<file path="config.mk">
export PLATFORM = sky130hd
export DESIGN_NAME = scarv_ccx_ic_arbiter
export DESIGN_NICKNAME = d
export VERILOG_FILES = /design/src/rtl/scarv_ccx_pkg.sv /design/src/rtl/scarv_ccx_arb_starve.sv /design/src/rtl/scarv_ccx_ic_arbiter.sv
export SDC_FILE = /design/constraint.sdc
export NUM_CORES = 1
export LEC_CHECK = 0
export BUFFER_PORTS_ARGS = -buffer_cell sky130_fd_sc_hd__buf_2
export CORE_AREA = 2 2 123 125
export DETAILED_ROUTE_END_ITERATION = 10
export DIE_AREA = 0 0 125 127
export PLACE_DENSITY_LB_ADDON = 0.25
export SLEW_MARGIN = 15
export SYNTH_ARGS = -nofsm -noshare
export SYNTH_HDL_FRONTEND = slang
export SYNTH_HIERARCHICAL = 1
export SYNTH_SLANG_ARGS = --single-unit
export TNS_END_PERCENT = 5
</file>
<file path="constraint.sdc">
create_clock -name g_clk -period 2.55 [get_ports g_clk]
set_input_delay 0.255 -clock g_clk [delete_from_list [all_inputs] [get_ports g_clk]]
set_output_delay 0.255 -clock g_clk [all_outputs]
set_load 0.03 [all_outputs]
</file>
<file path="src/rtl/scarv_ccx_pkg.sv">
// Shared definitions for the core complex interconnect (CCX).
// Provides requester index constants, the default starvation limit and a
// small helper that turns a requester index into a one-hot owner vector.
package scarv_ccx_pkg;

  // Requester indices as seen by the CCX arbiter.
  localparam logic CCX_REQ_IFETCH = 1'b0;
  localparam logic CCX_REQ_DATA   = 1'b1;

  // Default number of consecutive lost cycles before instruction fetch wins.
  localparam int unsigned CCX_STARVE_LIMIT = 4;

  // Lock state of the arbiter: free to re-arbitrate or holding a stalled choice.
  typedef enum logic {
    ARB_FREE = 1'b0,
    ARB_HELD = 1'b1
  } ccx_arb_lock_e;

  // Requester index to one-hot owner vector (bit N set for requester N).
  function automatic logic [1:0] ccx_onehot(input logic sel);
    logic [1:0] v;
    v = 2'b00;
    if (sel == CCX_REQ_DATA) begin
      v = 2'b10;
    end else begin
      v = 2'b01;
    end
    return v;
  endfunction

endpackage

</file>
<file path="src/rtl/scarv_ccx_arb_starve.sv">
// Starvation tracker for the low-priority (instruction fetch) requester.
// Counts consecutive cycles in which requester 0 asks but is not granted,
// saturating at STARVE_LIMIT. o_sat is a registered flag that is high while
// the counter sits at the limit; the arbiter combines it with the live
// request to force requester 0 to win. Only built when
// SCARV_CCX_ARB_STARVE_EN is defined.
module scarv_ccx_arb_starve
  import scarv_ccx_pkg::*;
#(
  parameter int unsigned STARVE_LIMIT = CCX_STARVE_LIMIT
) (
  input  logic       g_clk,
  input  logic       g_resetn,
  input  logic       i_req0,
  input  logic       i_gnt0,
  output logic       o_sat,
  output logic [3:0] o_cnt
);

  localparam logic [3:0] LIMIT = 4'(STARVE_LIMIT);

  logic [3:0] r_cnt;
  logic       r_sat;
  logic [3:0] w_cnt_nxt;

  // Next count: increment while requester 0 waits, saturate, clear otherwise.
  always_comb begin
    w_cnt_nxt = 4'd0;
    if (i_req0 && !i_gnt0) begin
      if (r_cnt == LIMIT) begin
        w_cnt_nxt = r_cnt;
      end else begin
        w_cnt_nxt = r_cnt + 4'd1;
      end
    end else begin
      w_cnt_nxt = 4'd0;
    end
  end

  // Counter and saturation flag registers.
  always_ff @(posedge g_clk or negedge g_resetn) begin
    if (!g_resetn) begin
      r_cnt <= 4'd0;
      r_sat <= 1'b0;
    end else begin
      r_cnt <= w_cnt_nxt;
      r_sat <= (w_cnt_nxt == LIMIT);
    end
  end

  assign o_sat = r_sat;
  assign o_cnt = r_cnt;

endmodule

</file>
<file path="src/rtl/scarv_ccx_ic_arbiter.sv">
// Two-requester arbiter sharing one memif request port between the CPU
// instruction-fetch (requester 0, low priority) and data (requester 1, high
// priority) ports. The request path is combinational; the choice is frozen
// while the downstream port stalls, and the owner of each outstanding
// response is tracked so rdata/error reach only that requester.
// Optional feature macro: SCARV_CCX_ARB_STARVE_EN (starvation override for
// requester 0 after STARVE_LIMIT consecutive lost cycles).
module scarv_ccx_ic_arbiter
  import scarv_ccx_pkg::*;
#(
  parameter int unsigned AW           = 32,
  parameter int unsigned DW           = 32,
  parameter int unsigned STARVE_LIMIT = CCX_STARVE_LIMIT
) (
  input  logic            g_clk,
  input  logic            g_resetn,
  // Requester 0: instruction fetch
  input  logic            if_req0_req,
  input  logic [AW-1:0]   if_req0_addr,
  input  logic            if_req0_wen,
  input  logic [DW/8-1:0] if_req0_strb,
  input  logic [DW-1:0]   if_req0_wdata,
  output logic            if_req0_gnt,
  output logic [DW-1:0]   if_req0_rdata,
  output logic            if_req0_error,
  // Requester 1: data access
  input  logic            if_req1_req,
  input  logic [AW-1:0]   if_req1_addr,
  input  logic            if_req1_wen,
  input  logic [DW/8-1:0] if_req1_strb,
  input  logic [DW-1:0]   if_req1_wdata,
  output logic            if_req1_gnt,
  output logic [DW-1:0]   if_req1_rdata,
  output logic            if_req1_error,
  // Shared downstream port
  output logic            if_dst_req,
  output logic [AW-1:0]   if_dst_addr,
  output logic            if_dst_wen,
  output logic [DW/8-1:0] if_dst_strb,
  output logic [DW-1:0]   if_dst_wdata,
  input  logic            if_dst_gnt,
  input  logic [DW-1:0]   if_dst_rdata,
  input  logic            if_dst_error,
  // Owner of the response due this cycle
  output logic [1:0]      arb_owner
);

  ccx_arb_lock_e r_lock;
  logic          r_lock_sel;
  logic [1:0]    r_rsp_own;

  ccx_arb_lock_e w_lock_nxt;
  logic          w_lock_sel_nxt;
  logic [1:0]    w_rsp_own_nxt;
  logic          w_sel;
  logic          w_force0;

`ifdef SCARV_CCX_ARB_STARVE_EN
  logic       w_starve_sat;
  logic [3:0] w_starve_cnt;

  scarv_ccx_arb_starve #(
    .STARVE_LIMIT (STARVE_LIMIT)
  ) u_starve (
    .g_clk    (g_clk),
    .g_resetn (g_resetn),
    .i_req0   (if_req0_req),
    .i_gnt0   (if_req0_gnt),
    .o_sat    (w_starve_sat),
    .o_cnt    (w_starve_cnt)
  );

  // Override only while the counter is saturated and fetch is still asking.
  assign w_force0 = w_starve_sat && if_req0_req;
`else
  assign w_force0 = 1'b0;
`endif

  // Selection: a held lock wins, then the starvation override, then priority.
  always_comb begin
    w_sel = CCX_REQ_IFETCH;
    if (r_lock == ARB_HELD) begin
      w_sel = r_lock_sel;
    end else if (w_force0) begin
      w_sel = CCX_REQ_IFETCH;
    end else if (if_req1_req) begin
      w_sel = CCX_REQ_DATA;
    end else begin
      w_sel = CCX_REQ_IFETCH;
    end
  end

  // Request forwarding and grant return, purely combinational.
  always_comb begin
    if_dst_req   = 1'b0;
    if_dst_addr  = '0;
    if_dst_wen   = 1'b0;
    if_dst_strb  = '0;
    if_dst_wdata = '0;
    if (w_sel == CCX_REQ_DATA) begin
      if_dst_req   = if_req1_req;
      if_dst_addr  = if_req1_addr;
      if_dst_wen   = if_req1_wen;
      if_dst_strb  = if_req1_strb;
      if_dst_wdata = if_req1_wdata;
    end else begin
      if_dst_req   = if_req0_req;
      if_dst_addr  = if_req0_addr;
      if_dst_wen   = if_req0_wen;
      if_dst_strb  = if_req0_strb;
      if_dst_wdata = if_req0_wdata;
    end
    if_req0_gnt = if_dst_gnt && if_req0_req && (w_sel == CCX_REQ_IFETCH);
    if_req1_gnt = if_dst_gnt && if_req1_req && (w_sel == CCX_REQ_DATA);
  end

  // Next lock and response-owner state.
  always_comb begin
    w_lock_nxt     = ARB_FREE;
    w_lock_sel_nxt = r_lock_sel;
    w_rsp_own_nxt  = 2'b00;
    if (if_dst_req && !if_dst_gnt) begin
      w_lock_nxt     = ARB_HELD;
      w_lock_sel_nxt = w_sel;
    end else begin
      w_lock_nxt     = ARB_FREE;
      w_lock_sel_nxt = r_lock_sel;
    end
    if (if_dst_req && if_dst_gnt) begin
      w_rsp_own_nxt = ccx_onehot(w_sel);
    end else begin
      w_rsp_own_nxt = 2'b00;
    end
  end

  // Lock and response-owner registers; reset drops any outstanding response.
  always_ff @(posedge g_clk or negedge g_resetn) begin
    if (!g_resetn) begin
      r_lock     <= ARB_FREE;
      r_lock_sel <= CCX_REQ_IFETCH;
      r_rsp_own  <= 2'b00;
    end else begin
      r_lock     <= w_lock_nxt;
      r_lock_sel <= w_lock_sel_nxt;
      r_rsp_own  <= w_rsp_own_nxt;
    end
  end

  // Response steering: only the recorded owner sees rdata/error.
  always_comb begin
    if_req0_rdata = '0;
    if_req0_error = 1'b0;
    if_req1_rdata = '0;
    if_req1_error = 1'b0;
    if (r_rsp_own[1]) begin
      if_req1_rdata = if_dst_rdata;
      if_req1_error = if_dst_error;
    end else if (r_rsp_own[0]) begin
      if_req0_rdata = if_dst_rdata;
      if_req0_error = if_dst_error;
    end else begin
      if_req0_rdata = '0;
      if_req1_rdata = '0;
    end
  end

  assign arb_owner = r_rsp_own;

endmodule

</file>
==> qor.txt <==
Pre-CTS setup slack: 407 ps
Synth Warn #: 6
Final ANT Viol Nets: 0
RSZ-0062 raised after global routing: false
Number of global-route vias before repair: 2417
Initial antenna violation count: 1
Arrival time at the worst endpoint: 2080 ps
Hold Path Class: in2reg
Largest net degree at the start of global routing: 36
Syn avg cell area: 10.6 sq um
First-pass GRT wire length: 12300 um
FILL cells: 1576
CP max stage delay: 610 ps
Slew Limit Fails: 0
Post-synthesis cell count: 167
Num CTS Buffers: 3
Worst flop-to-flop path startpoint: r_lock
Worst vdd ir: 0.000160 V
Worst Max-Slew Pin Slew: 615 ps
I/O pin count: 316
Max Fanout on Critical Path: 12
Hold Violations, Final: 0
CTS sink count: 4
Fin Clk Skew: 1.69 ps
Crit path kind: reg2out
R2R cell count: 3
Clock Root Buffer: clkbuf_16
Rows: 44
Final #Nets: 665
Starting DRT DRC Count: 13
Post-DP Area: 3610 sq um
Placed Instances: 667
Met3 WL: 868 um
Type of origin of the critical path: flop
Design area: 3700 sq um
Post-synthesis cell type count: 17
Worst hold path depth: 2
Die Y: 127 um
Antenna Diode Count: 0
#FFs+latches synth: 4
DRC: 0
Cell chain of the critical path: mux2i_4 -> buf_4 -> mux2_4 -> buf_2
Netlist Area Pre-Place: 1770 sq um
Final setup vio count: 0
Met2 WL: 4640 um
Commonest non-fill, non-tap cell in the layout: buf_2
Post-CTS Setup Inserts: 0
Drt first pass iters: 4
Clk buf depth: 2
Commonest non-fill, non-tap cells in the layout: buf_2, mux2_4, and2_1
Proportion of layout cells with a drive suffix above 1: 82.8%
Vias: 2478
CP max-delay cell: mux2i_4
Wire per inst: 12.7 um
Top Layer Used: met4
Worst EP required: 2300 ps
Period Utilization, post-route: 91.6%
Hold Path End: r_lock
Status: finished clean
Reg clk slew, reported paths: 30 ps
Die width: 125 um
Die Area: 15900 sq um
Hold wc startpoint: if_dst_gnt
Register-to-register setup slack: 920 ps
Max Clk Rate: 0.428 GHz
Final Routed Wirelength: 8530 um
Grt total ovfl: 0
Via-to-Cell Ratio: 3.69
Buffer and inverter count on the worst path: 2
Final std cells w/o fill: 671
Slew Limit Headroom: 58.1%
GR Util All Layers: 9.55%
Pwr dens: 388 nW/um^2
Crit path time final: 2340 ps
Area delta synth->final: 109%
M1 WL: 2950 um
Leak Pwr: 2.32 nW
Total negative slack: 0 ps
Clk_lat worst skew: 220 ps
DP Wirelength: 7790 um
Total Power: 1.43 mW
Worst setup margin: 214 ps
Crit end category: primary output
CTS tree: built
Syn nets: 343
Placer Congestion: 0.736
Port bufs: 315
Worst reg2reg endpoint: arb_owner[0]
Initial Util: 12.2%
Sequential area share after synthesis: 5.67%
MaxCap Viol Count: 0
Core area: 14400 sq um
Htree depth: 1
CP top delay family: multiplexers
==> stage by stage <==
stage               hold slack, ps  util (%)
global placement              68.1      25.1
CTS                            294      25.6
floorplan                    -40.6         -
global route                   327      25.6
finish                         277      25.6
detailed placement            64.3      25.1
==> state kept, by name (all words and copies together), names as in the netlist <==
name	count
r_lock	1
r_lock_sel	1
arb_owner	2
==> synth_stat cells, drive strengths merged <==
cell,n,area share (%)
buf,7,4.5
and2,66,23
clkbuf,6,1.3
or3b,1,0.50
nand2b,1,0.35
dfrtp,4,5.7
and3,4,1.4
a21boi,1,0.43
mux2,69,58
a22o,1,0.50
nor2b,1,0.35
nor2,2,0.43
o22a,1,0.50
mux2i,2,1.8
a211oi,1,0.43
==> per-layer routing <==
| layer | vias to the layer above | global-route usage, % |
|---|---|---|
| met5 | - | 0 |
| met4 | 0 | 1.96 |
| met3 | 6 | 2.14 |
| met2 | 172 | 19.2 |
| met1 | 1085 | 10.1 |
| li1 | 1215 | - |
==> power by group <==
group | internal [mW] | switching, mW
combinational | 0.501 | 0.611
clock | 0.200 | 0.0425
sequential | 0.0699 | 0.00892
==> cell families after synthesis <==
family,synth area share [%]
buf+inv,5.74
compound gates,1.84
simple gates,26.4
flops,5.67
mux,60.3
==> repair_timing <==
| action | CTS | global route |
|---|---|---|
| gates resized for setup | 0 | 0 |
| hold buffers | 1 | 0 |
| endpoints found under the hold margin | 4 | 0 |
==> worst max-delay path by stage <==
stage	slack, ps	from	to	depth (start not counted)
floorplan	870	r_lock	if_dst_addr[0]	3
global placement	490	r_lock	if_dst_wdata[27]	4
detailed placement	410	r_lock	if_dst_wdata[27]	4
CTS	170	r_lock	if_dst_wdata[27]	4
global route	110	r_lock	if_dst_wdata[30]	4
finish	210	r_lock	if_dst_wdata[27]	4
==> final cells by class <==
cell class	count	area (sq um)	share of cell area [%]
Timing Repair Buffer	330	1730	46.8
Multi-Input combinational cell	150	1560	42.3
Tap cell	184	230	6.22
Sequential cell	4	100	2.71
Clock buffer	3	75.1	2.03
Note: power is estimated with default switching activity, not from simulation.
